==> src/rtl/sound_events.sv <==
// sound_events: CHANNELS independent one-shot (or gated) square-wave tone channels,
// mixed into a 1-bit sound line and a saturating level, both muted in attract mode.
module sound_events #(
  parameter int                        CLK_HZ    = 7_159_000,
  parameter int                        CHANNELS  = 3,
  parameter int                        DIV_W     = 16,
  parameter int                        DUR_W     = 10,
  parameter int                        OUT_W     = 4,
  parameter logic [CHANNELS*DIV_W-1:0] TONE_DIV  = {CHANNELS{16'd3579}},
  parameter logic [CHANNELS*DUR_W-1:0] DUR_MS    = {CHANNELS{10'd240}},
  parameter int                        RETRIGGER = 1
) (
  input  logic                clk7_159,
  input  logic                _reset,
  input  logic [CHANNELS-1:0] _trig,
  input  logic                _attract,
  output logic [CHANNELS-1:0] busy,
  output logic [CHANNELS-1:0] tone,
  output logic                sound_out,
  output logic [OUT_W-1:0]    level
);

  localparam int             P         = CLK_HZ / 1000;
  localparam int             PW        = (P > 1) ? $clog2(P) : 1;
  localparam logic [PW-1:0]  P_LAST    = PW'(P - 1);
  localparam int             LEVEL_MAX = (1 << OUT_W) - 1;

  typedef enum logic {S_IDLE, S_PLAY} chanState_t;

  logic [PW-1:0]       r_msCount;
  logic                w_msTick;
  logic [CHANNELS-1:0] r_trigPrev;
  logic [CHANNELS-1:0] w_start;
  int                  w_popCount;

  // Free-running ms prescaler; deliberately not aligned to events.
  always_ff @(posedge clk7_159 or negedge _reset) begin
    if (!_reset) begin
      r_msCount  <= '0;
      r_trigPrev <= '0;
    end else begin
      r_msCount  <= w_msTick ? '0 : r_msCount + PW'(1);
      r_trigPrev <= _trig;
    end
  end

  assign w_msTick = (r_msCount == P_LAST);
  assign w_start  = r_trigPrev & ~_trig;

  for (genvar gi = 0; gi < CHANNELS; gi++) begin : g_chan
    localparam logic [DIV_W-1:0] DIV_RAW  = TONE_DIV[gi*DIV_W +: DIV_W];
    localparam logic [DIV_W-1:0] DIV_LOAD = (DIV_RAW == '0) ? DIV_W'(1) : DIV_RAW;
    localparam logic [DUR_W-1:0] DUR_LOAD = DUR_MS[gi*DUR_W +: DUR_W];
    localparam bit               GATED    = (DUR_LOAD == '0);

    chanState_t       r_state, w_stateNext;
    logic [DUR_W-1:0] r_dur, w_durNext;
    logic [DIV_W-1:0] r_div, w_divNext;
    logic             r_tone, w_toneNext;

    always_ff @(posedge clk7_159 or negedge _reset) begin
      if (!_reset) begin
        r_state <= S_IDLE;
        r_dur   <= '0;
        r_div   <= '0;
        r_tone  <= 1'b0;
      end else begin
        r_state <= w_stateNext;
        r_dur   <= w_durNext;
        r_div   <= w_divNext;
        r_tone  <= w_toneNext;
      end
    end

    // A retrigger takes priority over a coincident final ms tick, so the channel survives it.
    always_comb begin
      w_stateNext = r_state;
      w_durNext   = r_dur;
      w_divNext   = r_div;
      w_toneNext  = r_tone;
      case (r_state)
        S_IDLE: begin
          if (w_start[gi]) begin
            w_stateNext = S_PLAY;
            w_durNext   = DUR_LOAD;
            w_divNext   = DIV_LOAD;
            w_toneNext  = 1'b0;
          end
        end
        S_PLAY: begin
          if (r_div <= DIV_W'(1)) begin
            w_toneNext = ~r_tone;
            w_divNext  = DIV_LOAD;
          end else begin
            w_divNext  = r_div - DIV_W'(1);
          end
          if (GATED) begin
            if (_trig[gi]) begin
              w_stateNext = S_IDLE;
              w_toneNext  = 1'b0;
            end
          end else if (w_start[gi] && (RETRIGGER != 0)) begin
            w_durNext = DUR_LOAD;
          end else if (w_msTick) begin
            if (r_dur <= DUR_W'(1)) begin
              w_stateNext = S_IDLE;
              w_toneNext  = 1'b0;
            end else begin
              w_durNext = r_dur - DUR_W'(1);
            end
          end
        end
        default: w_stateNext = S_IDLE;
      endcase
    end

    assign busy[gi] = (r_state == S_PLAY);
    assign tone[gi] = r_tone;
  end

  always_comb begin
    w_popCount = 0;
    for (int k = 0; k < CHANNELS; k++) begin
      if (tone[k] && busy[k]) w_popCount = w_popCount + 1;
    end
  end

  // Attract mode only mutes the mix; the channels keep running underneath.
  always_ff @(posedge clk7_159 or negedge _reset) begin
    if (!_reset) begin
      sound_out <= 1'b0;
      level     <= '0;
    end else begin
      sound_out <= _attract & (|(tone & busy));
      if (!_attract)                   level <= '0;
      else if (w_popCount > LEVEL_MAX) level <= OUT_W'(LEVEL_MAX);
      else                             level <= OUT_W'(w_popCount);
    end
  end

endmodule

==> config.mk <==
export PLATFORM = sky130hd
export DESIGN_NAME = sound_events
export DESIGN_NICKNAME = d
export VERILOG_FILES = /design/src/rtl/sound_events.sv
export SDC_FILE = /design/constraint.sdc
export NUM_CORES = 1
export LEC_CHECK = 0
export BUFFER_PORTS_ARGS = -buffer_cell sky130_fd_sc_hd__buf_2
export CORE_ASPECT_RATIO = 0.5
export CORE_MARGIN = 2
export CORE_UTILIZATION = 45
export DETAILED_ROUTE_END_ITERATION = 16
export GPL_ROUTABILITY_DRIVEN = 1
export GPL_TIMING_DRIVEN = 1
export PLACE_DENSITY = 0.7
export SLEW_MARGIN = 25
export SYNTH_ARGS = -nofsm -noshare
export SYNTH_HDL_FRONTEND = slang
export SYNTH_SLANG_ARGS = --single-unit
==> constraint.sdc <==
create_clock -name clk7_159 -period 5.2 [get_ports clk7_159]
set_input_delay 1.3 -clock clk7_159 [delete_from_list [all_inputs] [get_ports clk7_159]]
set_output_delay 1.3 -clock clk7_159 [all_outputs]
set_load 0.05 [all_outputs]
After elaboration in Yosys (flattened, before gate mapping)
Index checks and enable logic that the tools add are counted.
Word-level totals
  register bits after elaboration: 105
  input port bits: 6
  output and inout port bits: 11
  word-level logic and storage cells: 122
Operators by class
  add/sub/neg operators: 9
  magnitude comparators: 7
  equality and inequality tests: 10
  muxes and demuxes: 63
  bitwise gates (word level): 10
  reduce and logical (&&, ||, !) cells: 7
Operator list (number)
  2-to-1 mux 10 bit: 12
  2-to-1 mux 16 bit: 6
  case mux 16 bit (2 select lines): 3
  adder 32 x 2 -> 32 bit, second input constant: 2
  2-to-1 mux 32 bit: 2
  case mux 10 bit (2 select lines): 3
  <= comparator 16 x 1 -> 1 bit, second input constant: 3
  subtractor 16 x 1 -> 16 bit, second input constant: 3
  > comparator 32 x 5 -> 1 bit, second input constant: 1
  <= comparator 10 x 1 -> 1 bit, second input constant: 3
  subtractor 10 x 1 -> 10 bit, second input constant: 3
  2-to-1 mux 1 bit: 28
  inequality test 3 bit, second input constant: 6
  adder 13 x 1 -> 13 bit, second input constant: 1
  equality test 13 bit, second input constant: 1
  2-to-1 mux 13 bit: 1
  case mux 1 bit (2 select lines): 6
  AND reduction 3 bit: 3
  2-to-1 mux 4 bit: 2
  AND 3 bit: 2
  inequality test 2 bit, second input constant: 3
  inverter 1 bit: 6
  logical AND 1 bit: 3
  inverter 3 bit: 1
  2 further kinds: 2

Depth between registers and ports, before layout
  depth after elaboration: 9
  gate-level depth with buffers: 10
  mapped depth without buffers: 7

Worst setup path after synthesis
OpenSTA, ideal clock, no wires.
  kind: input -> register
  start point: in _trig[2]
  end point: reg g_chan[2].r_div[8]
  library setup time: 77 ps
  arrival: 2186 ps
  data required time: 5123 ps
  path slack: 2936 ps
  stages: 5
  buffers on the path: 1
  cells stage by stage: nor2b_1 -> or2_2 -> clkbuf_1 -> o21ai_0 -> a21oi_1
On the way
  cells in the longest elaborated chain, start to end: 3
RTL lines
  from (decl): line 15  | input logic [CHANNELS-1:0] _trig,
  inverter 3 bit: line 48  | assign w_start = r_trigPrev & ~_trig;
  AND 3 bit: line 48
  inequality test 2 bit (no source line)
  to (signal assigned): line 70  | r_div <= w_divNext;
  to (decl): line 58  | logic [DIV_W-1:0] r_div, w_divNext;
No other way between the ends.
A chain may end at the register's enable or synchronous reset.

Worst setup path after layout
  start point: reg g_chan[0].r_state
  end point: out busy[0]
RTL lines
  from (decl): line 56  | chanState_t r_state, w_stateNext;
  from (signal assigned): line 68  | r_state <= w_stateNext;
  to (decl): line 17  | output logic [CHANNELS-1:0] busy,
No word-level cell between the ends.

==> metrics.md <==
| Metric | Value |
|---|---|
| Asr flop ratio synth | 100% |
| Initial Util | 47.1% |
| CTS Buf Count | 9 |
| DPL Wire Length | 7330 µm |
| Pwr per Cell Area | 299 nW/µm² |
| Initial antenna violation count | 0 |
| WS Path Type | reg -> out |
| Deepest clock path buffer count | 2 |
| Period utilisation layout | 53.0% |
| Via count | 4386 |
| CP top delay family | flip-flops |
| Crit-path cells | buf_2 |
| Worst Hold Class | reg -> reg |
| Port-buffer cells | 15 |
| Tightest Pin Transition | 0.926 ns |
| Total of max-cap violations | 0 |
| M1 WL | 5290 µm |
| FF+latch count, synth | 104 |
| H-Tree Depth | 3 |
| # setup viols final | 0 |
| Buf/Inv on CP | 1 |
| Cells after synthesis | 618 |
| Pre-antenna DRT Iters | 4 |
| Slowest cell delay on critical path | 0.74 ns |
| Setup TNS | 0 ns |
| Synth Warn # | 0 |
| Largest net degree at the start of global routing | 72 |
| Fill count | 1105 |
| Final Max Tran Viols | 0 |
| Gr usage total | 17.1% |
| Crit. End Element | output port |
| Die footprint | 13600 µm² |
| Reg clk slew, reported paths | 0.07 ns |
| Vias in the first global route | 4171 |
| Worst-path fanout max | 19 |
| Post-layout nets | 639 |
| Data arrival time of the worst path | 1.46 ns |
| Max Clock Skew | 0.00709 ns |
| Wirelength per Cell | 13.6 µm |
| Drt total wl | 10700 µm |
| WP data required | 3.90 ns |
| Syn avg cell area | 9.19 µm² |
| DR vias/cell | 5.60 |
| Routed wl met2 | 5030 µm |
| Cts repair resizes | 0 |
| Count of different cell masters after synthesis | 66 |
| Syn nets | 641 |
| GRT overflow | 0 |
| Die Ht | 83.4 µm |
| Post-synth top flop | dfrtp_1 |
| Minimum clock period | 2.76 ns |
| Core Area | 12100 µm² |
| ANT nets after route | 0 |
| Overall power | 1.82 mW |
| CTS tree | built |
| First-pass GRT wire length | 19200 µm |
| CTS Hold Bufs | 0 |
| Antenna cells | 0 |
| Number of setup buffers added after CTS | 0 |
| Area grow syn2layout | 7.27% |
| Slew headroom | 38.3% |
| LEAKAGE | 2.48 nW |
| Final Hold Vio Count | 0 |
| Num rows | 28 |
| Sequential area share after synthesis | 45.8% |
| Initial DRC count | 196 |
| CP Launch Type | register |
| Io pins | 17 |
| Post-Syn Area | 5680 µm² |
| RSZ-0062 raised after global routing | false |
| Outcome | completed |
| Worst vdd ir | 0.144 mV |
| Worst-Skew Late Latency | 0.34 ns |
| Met3 Wirelength | 243 µm |
| Max Freq | 363 MHz |
| Clk root buf | clkbuf_16 |
| DIE WIDTH | 163 µm |
| Post-synth EDFFs | 0 |
| Top layer in use | met4 |
| Critical-path top delay cell | dfrtp_1 |
| Sink Count | 104 |
| # DRC | 0 |
| Share of post-route cells with drive strength above 1 | 7.93% |
| Global placement routability congestion | 0.776 |
-- area by class of cell --
class,instances,area (µm²),share of cell area [%]
Clock buffer,12,256,4.21
Timing Repair Buffer,17,92.6,1.52
Multi-Input combinational cell,458,2830,46.5
Tap cell,165,206,3.39
Clock inverter,1,5.00,0.0822
Sequential cell,104,2600,42.7
Inverter,26,97.6,1.60
-- routing by layer --
layer | track usage (%) | vias up
met5 | 0 | -
met4 | 4.10 | 0
met2 | 27.7 | 38
li1 | - | 2221
met3 | 4.20 | 9
met1 | 23.0 | 2118
-- power by group --
part	switching [mW]	leakage (nW)	internal [mW]
Combinational	0.117	1.13	0.102
Clock	0.270	0.130	0.342
Sequential	0.104	1.22	0.887
Total	0.491	2.48	1.33
-- cell families after synthesis --
logic type,after synthesis,share of synthesized area [%]
AO/OA/AOI/OAI,128,14.9
XOR/XNOR,20,3.09
adder cells (fa/ha/maj),17,3.75
buffers and inverters,56,4.56
flip-flops,104,45.8
multiplexers,6,1.06
other,1,0.0660
AND/OR/NAND/NOR,286,26.8
-- worst paths after layout --
kind | startpoint | to | slack (ns) | cells past startpoint
max | g_chan[0].r_state | busy[0] | 2.44 | 1
min | r_msCount[0] | r_msCount[0] | 0.49 | 1
max reg2reg | r_msCount[10] | g_chan[2].r_dur[7] | 2.52 | 5
min reg2reg | r_msCount[0] | r_msCount[0] | 0.49 | 1
max in group asynchronous | _reset | g_chan[1].r_dur[5] | 3.17 | 2
min in group asynchronous | _reset | g_chan[0].r_div[6] | 1.07 | 1
-- registers in the layout, summed over array words and instances, names as in the netlist --
signal          cells
g_chan.r_tone       3
g_chan.r_dur       30
g_chan.r_state      3
level               3
sound_out           1
g_chan.r_div       48
r_trigPrev          3
r_msCount          13
-- synth_stat cells (8+ instances only) --
library cell	number	share of area, %
nand4_1	15	1.7
o21ai_0	30	2.6
nor4_1	14	1.5
nand2_1	46	3.0
dfrtp_1	104	46
a21oi_1	31	2.7
xor2_1	13	2.0
nor3_1	36	3.2
o31ai_1	8	1.1
ha_1	17	3.7
clkbuf_1	14	0.93
nor2_1	69	4.6
or3_1	19	2.1
a31oi_1	11	1.2
nand3_1	25	2.2
inv_1	26	1.7
buf_4	9	1.2
and3_1	11	1.2
-- per-stage QoR --
stage               utilization (%)  instances  hold slack (ns)  setup slack [ns]  area [µm²]
floorplan                         -        618            0.449              2.94        5680
global placement               48.3        770            0.469              2.20        5820
detailed placement             48.3        770            0.480              2.17        5820
CTS                            50.4        783            0.490              2.41        6080
global route                   50.5        783            0.530              2.20        6090
finish                         50.5        783            0.486              2.44        6090
-- placed cells by master (no fill, tap or decap), types with 9 or more instances in the layout --
master | netlist | final
ha_1 | 17 | 17
nand2_1 | 46 | 46
or3_1 | 19 | 19
nor4_1 | 14 | 14
o21ai_0 | 30 | 30
buf_2 | 6 | 14
nand4_1 | 15 | 15
a31oi_1 | 11 | 11
xor2_1 | 13 | 13
nor2_1 | 69 | 69
a21oi_1 | 31 | 31
clkbuf_16 | 0 | 9
nand3_1 | 25 | 25
dfrtp_1 | 104 | 104
and3_1 | 11 | 11
inv_1 | 26 | 26
nor3_1 | 36 | 36
-- worst register-to-register path, stage by stage (launching register included) --
cell and delay [ns]:
dfrtp_1 0.43, and4bb_2 0.34, and4_1 0.82, nand4_2 0.36, o21ai_0 0.25, or3b_1 0.35
(Power assumes the default switching activity.)
